**src/rtl/even_parity_frame_rx_pkg.sv**
```systemverilog
// Shared types and line constants for the even-parity frame receiver.
// The default data width is chosen so that this receiver matches the downstream 2-bit checker.
package even_parity_frame_rx_pkg;

    typedef enum logic [1:0] {
        IDLE   = 2'd0,
        DATA   = 2'd1,
        PARITY = 2'd2,
        STOP   = 2'd3
    } rx_state_t;

    localparam logic START_BIT  = 1'b0;
    localparam logic STOP_BIT   = 1'b1;
    localparam logic IDLE_LEVEL = 1'b1;

    localparam int DEFAULT_DATA_W = 2;

    // The counter needs to be at least 1 bit wide, so that DATA_W=1 still gets a counter.
    function automatic int cnt_width(input int data_w);
        return (data_w > 1) ? $clog2(data_w) : 1;
    endfunction

endpackage

```
**src/rtl/even_parity_frame_rx_if.sv**
```systemverilog
// Serial input and buffered frame output bundle of the receiver.
// The slave modport is the receiver; the master modport is the surrounding logic.
interface even_parity_frame_rx_if #(
    parameter int DATA_W = even_parity_frame_rx_pkg::DEFAULT_DATA_W
);

    logic              rx_bit;
    logic              rx_bit_en;
    logic [DATA_W-1:0] data_out;
    logic              par_out;
    logic              out_valid;
    logic              out_ready;
    logic              frame_err;
    logic              overrun;

    modport slave (
        input  rx_bit,
        input  rx_bit_en,
        input  out_ready,
        output data_out,
        output par_out,
        output out_valid,
        output frame_err,
        output overrun
    );

    modport master (
        output rx_bit,
        output rx_bit_en,
        output out_ready,
        input  data_out,
        input  par_out,
        input  out_valid,
        input  frame_err,
        input  overrun
    );

endinterface

```
**src/rtl/even_parity_frame_buf.sv**
```systemverilog
// Single-entry valid/ready output register. A completed frame loads when the slot is free.
// Otherwise the frame is dropped and a one-cycle overrun pulse is raised.
module even_parity_frame_buf #(
    parameter int DATA_W = even_parity_frame_rx_pkg::DEFAULT_DATA_W
) (
    input  logic              clk,
    input  logic              rst,
    input  logic              load,
    input  logic [DATA_W-1:0] data_in,
    input  logic              par_in,
    input  logic              ready,
    output logic [DATA_W-1:0] data,
    output logic              par,
    output logic              valid,
    output logic              overrun
);

    logic [DATA_W-1:0] data_reg;
    logic              par_reg;
    logic              valid_reg;
    logic              overrun_reg;
    logic              free;

    // The slot can be refilled on the same cycle the downstream takes the current frame.
    assign free = !valid_reg || ready;

    always_ff @(posedge clk) begin
        if (rst) begin
            data_reg    <= '0;
            par_reg     <= 1'b0;
            valid_reg   <= 1'b0;
            overrun_reg <= 1'b0;
        end else begin
            overrun_reg <= load && !free;
            if (load && free) begin
                data_reg  <= data_in;
                par_reg   <= par_in;
                valid_reg <= 1'b1;
            end else if (ready) begin
                valid_reg <= 1'b0;
            end
        end
    end

    assign data    = data_reg;
    assign par     = par_reg;
    assign valid   = valid_reg;
    assign overrun = overrun_reg;

endmodule

```
**src/rtl/even_parity_frame_rx.sv**
```systemverilog
// Start/data/parity/stop deserialiser that feeds the even-parity checker stage.
// It captures the data bits and the parity bit only; the checker downstream evaluates parity.
module even_parity_frame_rx
    import even_parity_frame_rx_pkg::*;
#(
    parameter int DATA_W = DEFAULT_DATA_W
) (
    input  logic                  clk,
    input  logic                  rst,
    even_parity_frame_rx_if.slave bus
);

    localparam int                CNT_W    = cnt_width(DATA_W);
    localparam logic [CNT_W-1:0]  LAST_CNT = CNT_W'(DATA_W - 1);

    rx_state_t         state_reg;
    logic [CNT_W-1:0]  cnt_reg;
    logic [DATA_W-1:0] shift_reg;
    logic [DATA_W-1:0] shift_next;
    logic              par_reg;
    logic              frame_err_reg;
    logic              stop_strobe;
    logic              frame_good;
    logic              frame_bad;

    // Shift right, inserting at the MSB, so the first data bit ends up at bit 0.
    genvar gi;
    generate
        for (gi = 0; gi < DATA_W; gi++) begin : g_shift
            if (gi == DATA_W - 1) begin : g_top
                assign shift_next[gi] = bus.rx_bit;
            end else begin : g_low
                assign shift_next[gi] = shift_reg[gi+1];
            end
        end
    endgenerate

    assign stop_strobe = bus.rx_bit_en && (state_reg == STOP);
    assign frame_good  = stop_strobe && (bus.rx_bit == STOP_BIT);
    assign frame_bad   = stop_strobe && (bus.rx_bit != STOP_BIT);

    always_ff @(posedge clk) begin
        if (rst) begin
            state_reg     <= IDLE;
            cnt_reg       <= '0;
            shift_reg     <= '0;
            par_reg       <= 1'b0;
            frame_err_reg <= 1'b0;
        end else begin
            frame_err_reg <= frame_bad;
            if (bus.rx_bit_en) begin
                case (state_reg)
                    IDLE: begin
                        if (bus.rx_bit == START_BIT) begin
                            state_reg <= DATA;
                            cnt_reg   <= '0;
                        end
                    end
                    DATA: begin
                        shift_reg <= shift_next;
                        if (cnt_reg == LAST_CNT) begin
                            state_reg <= PARITY;
                        end else begin
                            cnt_reg <= cnt_reg + 1'b1;
                        end
                    end
                    PARITY: begin
                        par_reg   <= bus.rx_bit;
                        state_reg <= STOP;
                    end
                    STOP: begin
                        state_reg <= IDLE;
                    end
                    default: begin
                        state_reg <= IDLE;
                    end
                endcase
            end
        end
    end

    assign bus.frame_err = frame_err_reg;

    // A bad stop bit never reaches the buffer, so frame_err and overrun cannot coincide.
    even_parity_frame_buf #(
        .DATA_W (DATA_W)
    ) u_buf (
        .clk     (clk),
        .rst     (rst),
        .load    (frame_good),
        .data_in (shift_reg),
        .par_in  (par_reg),
        .ready   (bus.out_ready),
        .data    (bus.data_out),
        .par     (bus.par_out),
        .valid   (bus.out_valid),
        .overrun (bus.overrun)
    );

endmodule

```
**src/flat_wrapper.sv**
```systemverilog
// flat-port wrapper written by rule: the top's interface ports become plain ports
module even_parity_frame_rx_flat import even_parity_frame_rx_pkg::*;
#(
    parameter int DATA_W = DEFAULT_DATA_W
)
  (clk, rst, bus_rx_bit, bus_rx_bit_en, bus_out_ready, bus_data_out, bus_par_out, bus_out_valid, bus_frame_err, bus_overrun);
  even_parity_frame_rx_if #(.DATA_W(DATA_W)) bus_i ();
  input  logic clk;
  input  logic rst;
  input wire logic [$bits(bus_i.rx_bit)-1:0] bus_rx_bit;
  input wire logic [$bits(bus_i.rx_bit_en)-1:0] bus_rx_bit_en;
  input wire logic [$bits(bus_i.out_ready)-1:0] bus_out_ready;
  output wire logic [$bits(bus_i.data_out)-1:0] bus_data_out;
  output wire logic [$bits(bus_i.par_out)-1:0] bus_par_out;
  output wire logic [$bits(bus_i.out_valid)-1:0] bus_out_valid;
  output wire logic [$bits(bus_i.frame_err)-1:0] bus_frame_err;
  output wire logic [$bits(bus_i.overrun)-1:0] bus_overrun;
  assign bus_i.rx_bit = bus_rx_bit;
  assign bus_i.rx_bit_en = bus_rx_bit_en;
  assign bus_i.out_ready = bus_out_ready;
  assign bus_data_out = bus_i.data_out;
  assign bus_par_out = bus_i.par_out;
  assign bus_out_valid = bus_i.out_valid;
  assign bus_frame_err = bus_i.frame_err;
  assign bus_overrun = bus_i.overrun;
  even_parity_frame_rx #(.DATA_W(DATA_W)) u_core (.clk(clk), .rst(rst), .bus(bus_i));
endmodule
```
**config.mk**
```make
export PLATFORM = sky130hd
export DESIGN_NAME = even_parity_frame_rx_flat
export DESIGN_NICKNAME = d
export VERILOG_FILES = /design/src/rtl/even_parity_frame_rx_pkg.sv /design/src/rtl/even_parity_frame_rx_if.sv /design/src/rtl/even_parity_frame_buf.sv /design/src/rtl/even_parity_frame_rx.sv /design/src/flat_wrapper.sv
export SDC_FILE = /design/constraint.sdc
export NUM_CORES = 1
export LEC_CHECK = 0
export ABC_AREA = 1
export CORE_MARGIN = 2
export CORE_UTILIZATION = 45
export CTS_BUF_LIST = sky130_fd_sc_hd__clkbuf_8 sky130_fd_sc_hd__clkbuf_16
export DETAILED_ROUTE_END_ITERATION = 7
export DONT_BUFFER_PORTS = 1
export PLACE_DENSITY = 0.61
export SLEW_MARGIN = 20
export SYNTH_ARGS = -nofsm -noshare
export SYNTH_HDL_FRONTEND = slang
export SYNTH_HIERARCHICAL = 1
export SYNTH_SLANG_ARGS = --single-unit
```
**constraint.sdc**
```tcl
create_clock -name clk -period 1.4 [get_ports clk]
set_input_delay 0.28 -clock clk [delete_from_list [all_inputs] [get_ports clk]]
set_output_delay 0.28 -clock clk [all_outputs]
set_load 0.01 [all_outputs]
```
==> results.cfg <==
[synth]
postSynthCellCount = 83
avgSynthCellArea_sq_um = 7.54
yosysTopAreaCellShare_pct = 38.4
synth_seq_cells = 12
synth_cell_types = 20
seq_area_frac_synth_pct = 38.4
yosysTopAreaCell = dfxtp_1
synth_area_leaders = dfxtp_1 38%, ha_1 12%, inv_1 8.4%
synth_area_sq_um = 626
syn_nets = 94
yosys_warnings = 6

[floorplan]
start_util_pct = 48.1
core_area_sq_um = 1300
die_h_microns = 41.3
pin_count = 11
die-area_sq_um = 1700
die_x_microns = 41.3
placement_rows = 13

[cells_and_area]
drive_gt1_share_pct = 19.5
nFillCells = 129
multiInputGateArea_sq_um = 314
seqCellArea_sq_um = 240
area_growth_syn_to_layout_pct = 11.2
final_util_pct = 53.5
diodes = 0
fin_nets = 99

[sta]
relSlewSlack_pct = 87.1
setup_violations = 0
hold_violations = 0
skew_ns = 0.00257
drv_slew = 0
rsz0062_at_grt = no
clock.fmax_mhz = 778
period_needed_ns = 1.28
period_share_pct = 91.8
worst_pin_slew_ns = 0.193
setup_tns_ns = 0

[pwr]
ir_drop_v = 0.000557
p_per_area_nw_per_um2 = 1320
power_leakage_nw = 0.317

[detailed_routing]
dr.pass1.iters = 4
ant_nets = 0
drt-initial-drc-count = 12
routedWlPerCell_microns = 10.3
wirelength_mm = 1.05
via_per_inst = 4.79
drc = 0
vias = 489

[clock_network]
cts-hold-fix-buffers = 0
clockBufferDepth = 2
htreeDepth = 1
postCtsSetupBuffers = 0
clk_pin_slew_worst_paths_ns = 0.06
cts_root_buf = clkbuf_8
cts_buffers = 3
cts_resized = 0
insertion_delay_ns = 0.24
cts.sinks = 12
cts_tree = done

[run]
timing.max_cap.violations = 0

[global_routing]
grt_overflow_total = 0
met2_usage_pct = 22.3
use_met1_pct = 18.4
grt_pass1_vias = 390
grt_pass1_wl_mm = 1.58
met3_usage_pct = 4.89
grt_max_degree = 9
busiest_layer = met2
grt_usage_pct = 15.1
antenna_found_initial = 0

[critical_path]
cp-start-kind = register
required_ns = 1.54
path_max_fanout = 4
endpoint_kind = register
critPathKind = reg2reg
critPathArrivalTime_ns = 1.42

[placement]
port_buffers = 0
place.gp.congestion = 0.674
place_hpwl_microns = 753

[status]
status = complete, no violations

[hold_path]
hold_class = in2reg
cell type report:
class,instances,area share (%)
Sequential cell,12,34.5
Clock buffer,4,7.91
Multi-Input combinational cell,54,45.1
Timing Repair Buffer,1,1.08
Inverter,16,8.63
Tap cell,15,2.70
placed cells by master, fill, tap and decap left out, drive strengths merged:
master / Yosys / routed
nor3: 2 / 2
inv: 16 / 16
nand4: 2 / 2
or2: 1 / 1
dfxtp: 12 / 12
nand2: 16 / 16
clkbuf: 0 / 4
buf: 1 / 1
nand3: 5 / 5
and2: 1 / 1
a21oi: 6 / 6
ha: 6 / 6
nor2: 13 / 13
o21ai: 2 / 2
metrics by stage:
stage               power (mW)  cells  hold WS [ns]  instance area [sq um]  setup WS, ns
floorplan                0.519     83         0.349                    626         0.232
global placement         0.538     98         0.352                    641         0.189
detailed placement       0.538     98         0.352                    641         0.137
CTS                      0.937    102        0.0902                    696         0.120
global route             0.970    102        0.0927                    696        0.0208
finish                   0.919    102        0.0979                    696         0.115
metal layers:
layer / vias to the layer above / routed length, microns
li1: 263 / -
met2: 12 / 445
met5: - / 0
met3: 2 / 43
met1: 212 / 535
met4: 0 / 21
critical path, stage by stage, from the launching register on:
cell     delay [ns]
dfxtp_1        0.39
inv_1          0.12
ha_1           0.24
or2_2          0.28
nor2_1         0.11
nor2_1         0.05
worst paths after layout:
| kind | from | to | slack (ns) | depth (start not counted) |
|---|---|---|---|---|
| max reg2reg | u_core/state_reg[0]$_SDFFE_PP0P_ | u_core/state_reg[0]$_SDFFE_PP0P_ | 0.12 | 5 |
| min reg2reg | u_core/par_reg$_SDFFE_PP0P_ | u_core/par_reg$_SDFFE_PP0P_ | 0.46 | 2 |
| max | u_core/state_reg[0]$_SDFFE_PP0P_ | u_core/state_reg[0]$_SDFFE_PP0P_ | 0.12 | 5 |
| min | rst | u_core/par_reg$_SDFFE_PP0P_ | 0.1 | 1 |
cells in the mapped netlist (all sizes together):
| cell type | count |
|---|---|
| inv | 16 |
| nand2 | 16 |
| nor2 | 13 |
| dfxtp | 12 |
| a21oi | 6 |
| ha | 6 |
| nand3 | 5 |
| nand4 | 2 |
| nor3 | 2 |
| o21ai | 2 |
| and2 | 1 |
| buf | 1 |
| or2 | 1 |
logic make-up after synthesis:
kind of cell	after synthesis	share of synthesized area, %
compound gates	8	7.60
fa+ha+maj	6	12.0
buf+inv	17	11.4
flops	12	38.4
simple gates	40	30.6
power by group:
group	internal, mW	switching [mW]	leakage, nW	total [mW]
sequential	0.363	0.0164	0.0975	0.379
clock	0.249	0.137	0.0288	0.385
combinational	0.0654	0.0888	0.191	0.154
total	0.677	0.242	0.317	0.919
(Power assumes the default switching activity.)
